$ cat src/rtl/bz_link_tx.sv
`default_nettype none
// ============================================================================
// Module   : bz_link_tx
// Purpose  : Inter-board link transmitter. Buffers routed packets in a small
//            FIFO and serializes each one into four 11-bit flits (HDR,D0-D2).
// Revision : 1.0 - initial release
// ============================================================================
module bz_link_tx #(
  parameter int FIFO_DEPTH = 4,
  parameter int CNT_W      = 16
) (
  input  logic             clk,
  input  logic             reset,
  input  logic             pkt_in_valid,
  output logic             pkt_in_ready,
  input  logic [9:0]       pkt_in_route,
  input  logic [31:0]      pkt_in_payload,
  output logic [10:0]      top_out,
  output logic             top_valid_out,
  input  logic             top_ready_out,
  output logic             busy,
  output logic [CNT_W-1:0] pkt_count
);

  localparam int c_AW = $clog2(FIFO_DEPTH);

  typedef enum logic [2:0] {
    S_IDLE = 3'd0,
    S_HDR  = 3'd1,
    S_D0   = 3'd2,
    S_D1   = 3'd3,
    S_D2   = 3'd4
  } state_t;

  state_t           r_state;
  state_t           w_state_nxt;
  logic [41:0]      r_mem [FIFO_DEPTH];
  logic [c_AW:0]    r_wr_ptr;
  logic [c_AW:0]    r_rd_ptr;
  logic [41:0]      r_hold;
  logic [41:0]      w_hold_nxt;
  logic [10:0]      r_top_out;
  logic [10:0]      w_flit_nxt;
  logic             r_valid;
  logic [CNT_W-1:0] r_count;
  logic             w_empty;
  logic             w_full;
  logic             w_push;
  logic             w_pop;
  logic             w_xfer;
  logic             w_count_inc;

  // Extra pointer MSB distinguishes full from empty when the indices match.
  assign w_empty = (r_wr_ptr == r_rd_ptr);
  assign w_full  = (r_wr_ptr[c_AW] != r_rd_ptr[c_AW]) &&
                   (r_wr_ptr[c_AW-1:0] == r_rd_ptr[c_AW-1:0]);
  assign w_push  = pkt_in_valid & ~w_full;
  assign w_xfer  = r_valid & top_ready_out;

  always_comb begin
    w_state_nxt = r_state;
    w_pop       = 1'b0;
    w_count_inc = 1'b0;
    case (r_state)
      S_IDLE: begin
        if (!w_empty) begin
          w_pop       = 1'b1;
          w_state_nxt = S_HDR;
        end
      end
      S_HDR: if (w_xfer) w_state_nxt = S_D0;
      S_D0:  if (w_xfer) w_state_nxt = S_D1;
      S_D1:  if (w_xfer) w_state_nxt = S_D2;
      S_D2: begin
        if (w_xfer) begin
          w_count_inc = 1'b1;
          if (!w_empty) begin
            w_pop       = 1'b1;
            w_state_nxt = S_HDR;
          end else begin
            w_state_nxt = S_IDLE;
          end
        end
      end
      default: w_state_nxt = S_IDLE;
    endcase
  end

  assign w_hold_nxt = w_pop ? r_mem[r_rd_ptr[c_AW-1:0]] : r_hold;

  // Flit for the state being entered, so top_out is registered yet current.
  always_comb begin
    w_flit_nxt = 11'd0;
    case (w_state_nxt)
      S_HDR:   w_flit_nxt = {1'b0, w_hold_nxt[41:32]};
      S_D0:    w_flit_nxt = w_hold_nxt[10:0];
      S_D1:    w_flit_nxt = w_hold_nxt[21:11];
      S_D2:    w_flit_nxt = {1'b0, w_hold_nxt[31:22]};
      default: w_flit_nxt = 11'd0;
    endcase
  end

  always_ff @(posedge clk) begin
    if (w_push) begin
      r_mem[r_wr_ptr[c_AW-1:0]] <= {pkt_in_route, pkt_in_payload};
    end
  end

  always_ff @(posedge clk) begin
    if (reset) begin
      r_state   <= S_IDLE;
      r_wr_ptr  <= '0;
      r_rd_ptr  <= '0;
      r_hold    <= '0;
      r_top_out <= '0;
      r_valid   <= 1'b0;
      r_count   <= '0;
    end else begin
      r_state   <= w_state_nxt;
      r_hold    <= w_hold_nxt;
      r_top_out <= w_flit_nxt;
      r_valid   <= (w_state_nxt != S_IDLE);
      if (w_push)      r_wr_ptr <= r_wr_ptr + 1'b1;
      if (w_pop)       r_rd_ptr <= r_rd_ptr + 1'b1;
      if (w_count_inc) r_count  <= r_count + CNT_W'(1);
    end
  end

  assign pkt_in_ready  = ~w_full;
  assign top_out       = r_top_out;
  assign top_valid_out = r_valid;
  assign busy          = (r_state != S_IDLE) | ~w_empty;
  assign pkt_count     = r_count;

endmodule
`default_nettype wire

$ cat config.mk
export PLATFORM = sky130hd
export DESIGN_NAME = bz_link_tx
export DESIGN_NICKNAME = d
export VERILOG_FILES = /design/src/rtl/bz_link_tx.sv
export SDC_FILE = /design/constraint.sdc
export NUM_CORES = 1
export LEC_CHECK = 0
export CORE_MARGIN = 2
export CORE_UTILIZATION = 60
export DETAILED_ROUTE_END_ITERATION = 6
export GPL_TIMING_DRIVEN = 1
export PLACE_DENSITY = 0.82
export SKIP_CTS_REPAIR_TIMING = 1
export SYNTH_ARGS = -nofsm -noshare
export SYNTH_HDL_FRONTEND = slang
export SYNTH_SLANG_ARGS = --single-unit
$ cat constraint.sdc
create_clock -name clk -period 5.5 [get_ports clk]
set_clock_uncertainty 0.05 [all_clocks]
set_input_delay 1.1 -clock clk [delete_from_list [all_inputs] [get_ports clk]]
set_output_delay 1.1 -clock clk [all_outputs]
set_load 0.02 [all_outputs]
==> reports/summary.txt <==
Result of the run: complete, no violations
Arrival @ worst endpoint: 2.50 ns
# nets final: 748
Area after DPL: 0.0105 mm^2
Antenna violations before repair: 0
Time the final worst path needs with I/O delays and setup: 3.65 ns
Pwr per Cell Area: 473 mW/mm^2
Most frequent standard cell in the layout excluding fill and tap cells: edfxtp_1
Relative max-transition margin: 0.203
Total grt overflow: 0
Final Instance Area: 0.0113 mm^2
Post-detailed-route count of antenna-violating nets: 0
Commonest non-fill, non-tap cells in the layout: 168 x edfxtp_1, 79 x dfxtp_1, 74 x clkdlybuf4s50_1
Num CTS Buffers: 24
Insertion delay of the later-clocked pin in the worst-skew pair: 0.51 ns
Sequential share of the synthesized area: 0.696
Post-route DRC violation count: 0
Layout cell share with drive strength beyond 1: 0.133
Setup Total Neg Slack: 0 ns
Launching element type of the critical path: register
Ratio of final minimum period to clock period: 0.664
Leading register cell type out of synthesis: edfxtp_1
Unique masters post-synth: 45
Total length of routed wires: 19,000 um
Share of total power consumed by net switching: 0.289
Total net switching power: 1540 uW
Area of the die: 0.0170 mm^2
Placed wire-length estimate after detailed placement: 12,000 um
Share of power burned in combinational logic: 0.234
Num ports: 76
Net count after synthesis: 681
Number of input and output port buffers inserted: 75
Num rows: 46
Vias: 5,596
Number of failing setup endpoints in the final timing report: 0
Effective utilization at floorplan: 0.608
Fmax: 0.274 GHz
Start-to-end type of the worst setup path: register to output port
Static leakage power: 0.00373 uW
Dominant cell type by area after synthesis: edfxtp_1
Synthesis-to-layout area growth: 17.6%
Internal Power: 3790 uW
Number of register bits inferred by synthesis: 249
Number of standard cells after synthesis: 629
Overall track demand over capacity in global routing: 0.231
Bufs on Longest Clock Path: 3
RSZ-0062 raised after global routing: no
Buffer cell driving the clock tree root: clkbuf_16
Count of pins over their slew limit: 0
Sequential cell fraction of total power: 0.453
Wire length of the first global-routing pass: 29,700 um
Synth area leaders: edfxtp_1 53%, dfxtp_1 17%, mux4_2 9.9%, nand2_1 2.8%, a21oi_1 2.0%
Wire length per cell: 20.4 um
TritonCTS Sinks: 249
Clock H-tree levels: 1
Worst supply voltage drop on vdd: 0.000323 V
Post-synthesis cell area: 0.00958 mm^2
Length of the first detailed-routing pass in iterations: 5
Final hold viol count: 0
Horizontal die dimension: 130 um
Standard cell core area: 0.0158 mm^2
Max-capacitance violation count: 0
Largest net degree at the start of global routing: 49
Reg clk slew, reported paths: 0.06 ns
Clock share of power: 0.313
Via count of the first global-routing pass: 5,606
Vias per Instance: 6.02
Routability congestion estimate: 0.826
Share of flip-flops with an asynchronous set or reset: 0
Required time of the critical path: 4.35 ns
Post-synthesis area per instance: 15.2 um^2
EDFF count, synth: 168
Worst hold path class: register to register
CP Max Fanout: 6
Number of warning messages in the yosys log: 0
Slew @ Worst Pin: 1.19 ns
Fraction of post-synthesis cell area in the top cell type by area: 0.526
Vertical extent of the die: 130 um
Number of antenna diodes: 0
Initial DRC Count: 537
CTS tree: built
Worst setup EP type: output port
Worst-case register-to-register setup slack: 2.80 ns
Post-layout utilization of the core: 0.714
Fill cell instance count of the final layout: 1,008
Post-route total power: 5330 uW
## worst max-delay path, stage by stage, from the launching register on
cell	delay, ns
dfxtp_1	0.47
xor2_1	0.12
or3_1	0.44
or3_1	0.40
clkdlybuf4s50_1	0.56
## cells by family after synthesis
family | count (synthesis) | share of synthesized area
DFF | 249 | 0.696
and+or+nand+nor | 151 | 0.0710
AOI/OAI and AO/OA | 101 | 0.0719
muxes | 56 | 0.113
buffers and inverters | 46 | 0.0219
xor gates and xnor gates | 20 | 0.0183
adders and majority gates | 6 | 0.00783
## per-layer routing
metal	track usage	wire, um
met1	0.298	7480
met3	0.0379	1160
met5	0	0
met4	0.0876	531
met2	0.399	9780
## power groups by stage
| stage | clock network (uW) | logic (uW) | registers (uW) |
|---|---|---|---|
| 2_1_floorplan | 0 | 951 | 2380 |
| 3_3_place_gp | 0 | 1200 | 2440 |
| 3_5_place_dp | 0 | 1230 | 2460 |
| 4_1_cts | 1690 | 1240 | 2420 |
| 5_1_grt | 1760 | 1350 | 2440 |
| 6_report | 1670 | 1250 | 2420 |
## layout make-up
cell class,count,area [um^2],area share
inverter,7,26.3,0.00233
sequential,249,6670,0.592
tap,216,270,0.0240
timing repair buffer,80,783,0.0695
multi-input combinational,334,2710,0.241
clock buffer,29,641,0.0569
clock inverter,15,165,0.0147
## flip-flops by register name, summed over array words and instances (netlist names), named ones only
register	flops
r_wr_ptr	3
r_state	3
top_valid_out	1
r_hold	42
r_rd_ptr	3
r_mem	168
pkt_count	16
top_out	11
## cell usage after synthesis, types with 2 or more instances
cell / n
dfxtp_1: 81
nand4_1: 3
inv_1: 6
buf_2: 15
or2_2: 3
or3_1: 8
buf_1: 4
o22a_1: 2
a21o_1: 2
a22o_1: 14
clkbuf_1: 15
mux4_2: 42
nor2_1: 37
nor2b_1: 2
and2_1: 6
nor3_1: 5
nand2_1: 72
o221ai_1: 9
a21bo_2: 2
xnor2_1: 13
edfxtp_1: 168
a22oi_1: 18
ha_1: 6
a21oi_1: 38
xor2_1: 7
nand4_2: 2
mux2i_1: 14
nand3_1: 8
o21ai_0: 7
buf_4: 5
## per-stage QoR
step | setup slack [ns] | std cells | hold WS [ns]
finish | 1.85 | 930 | 0.408
global route | 1.77 | 930 | 0.431
CTS | 1.85 | 930 | 0.407
detailed placement | 1.79 | 886 | 0.398
global placement | 1.92 | 886 | 0.392
floorplan | 2.47 | 629 | 0.386
## path summary, 6_finish.rpt
| kind | start | end | cells past startpoint |
|---|---|---|---|
| worst min register to register | r_hold[36] | r_hold[36] | 2 |
| worst max-delay path | r_wr_ptr[0] | busy | 4 |
| worst min-delay path | r_hold[36] | r_hold[36] | 2 |
| worst max register to register | register | top_out[2] | 5 |
(Power assumes the default switching activity.)
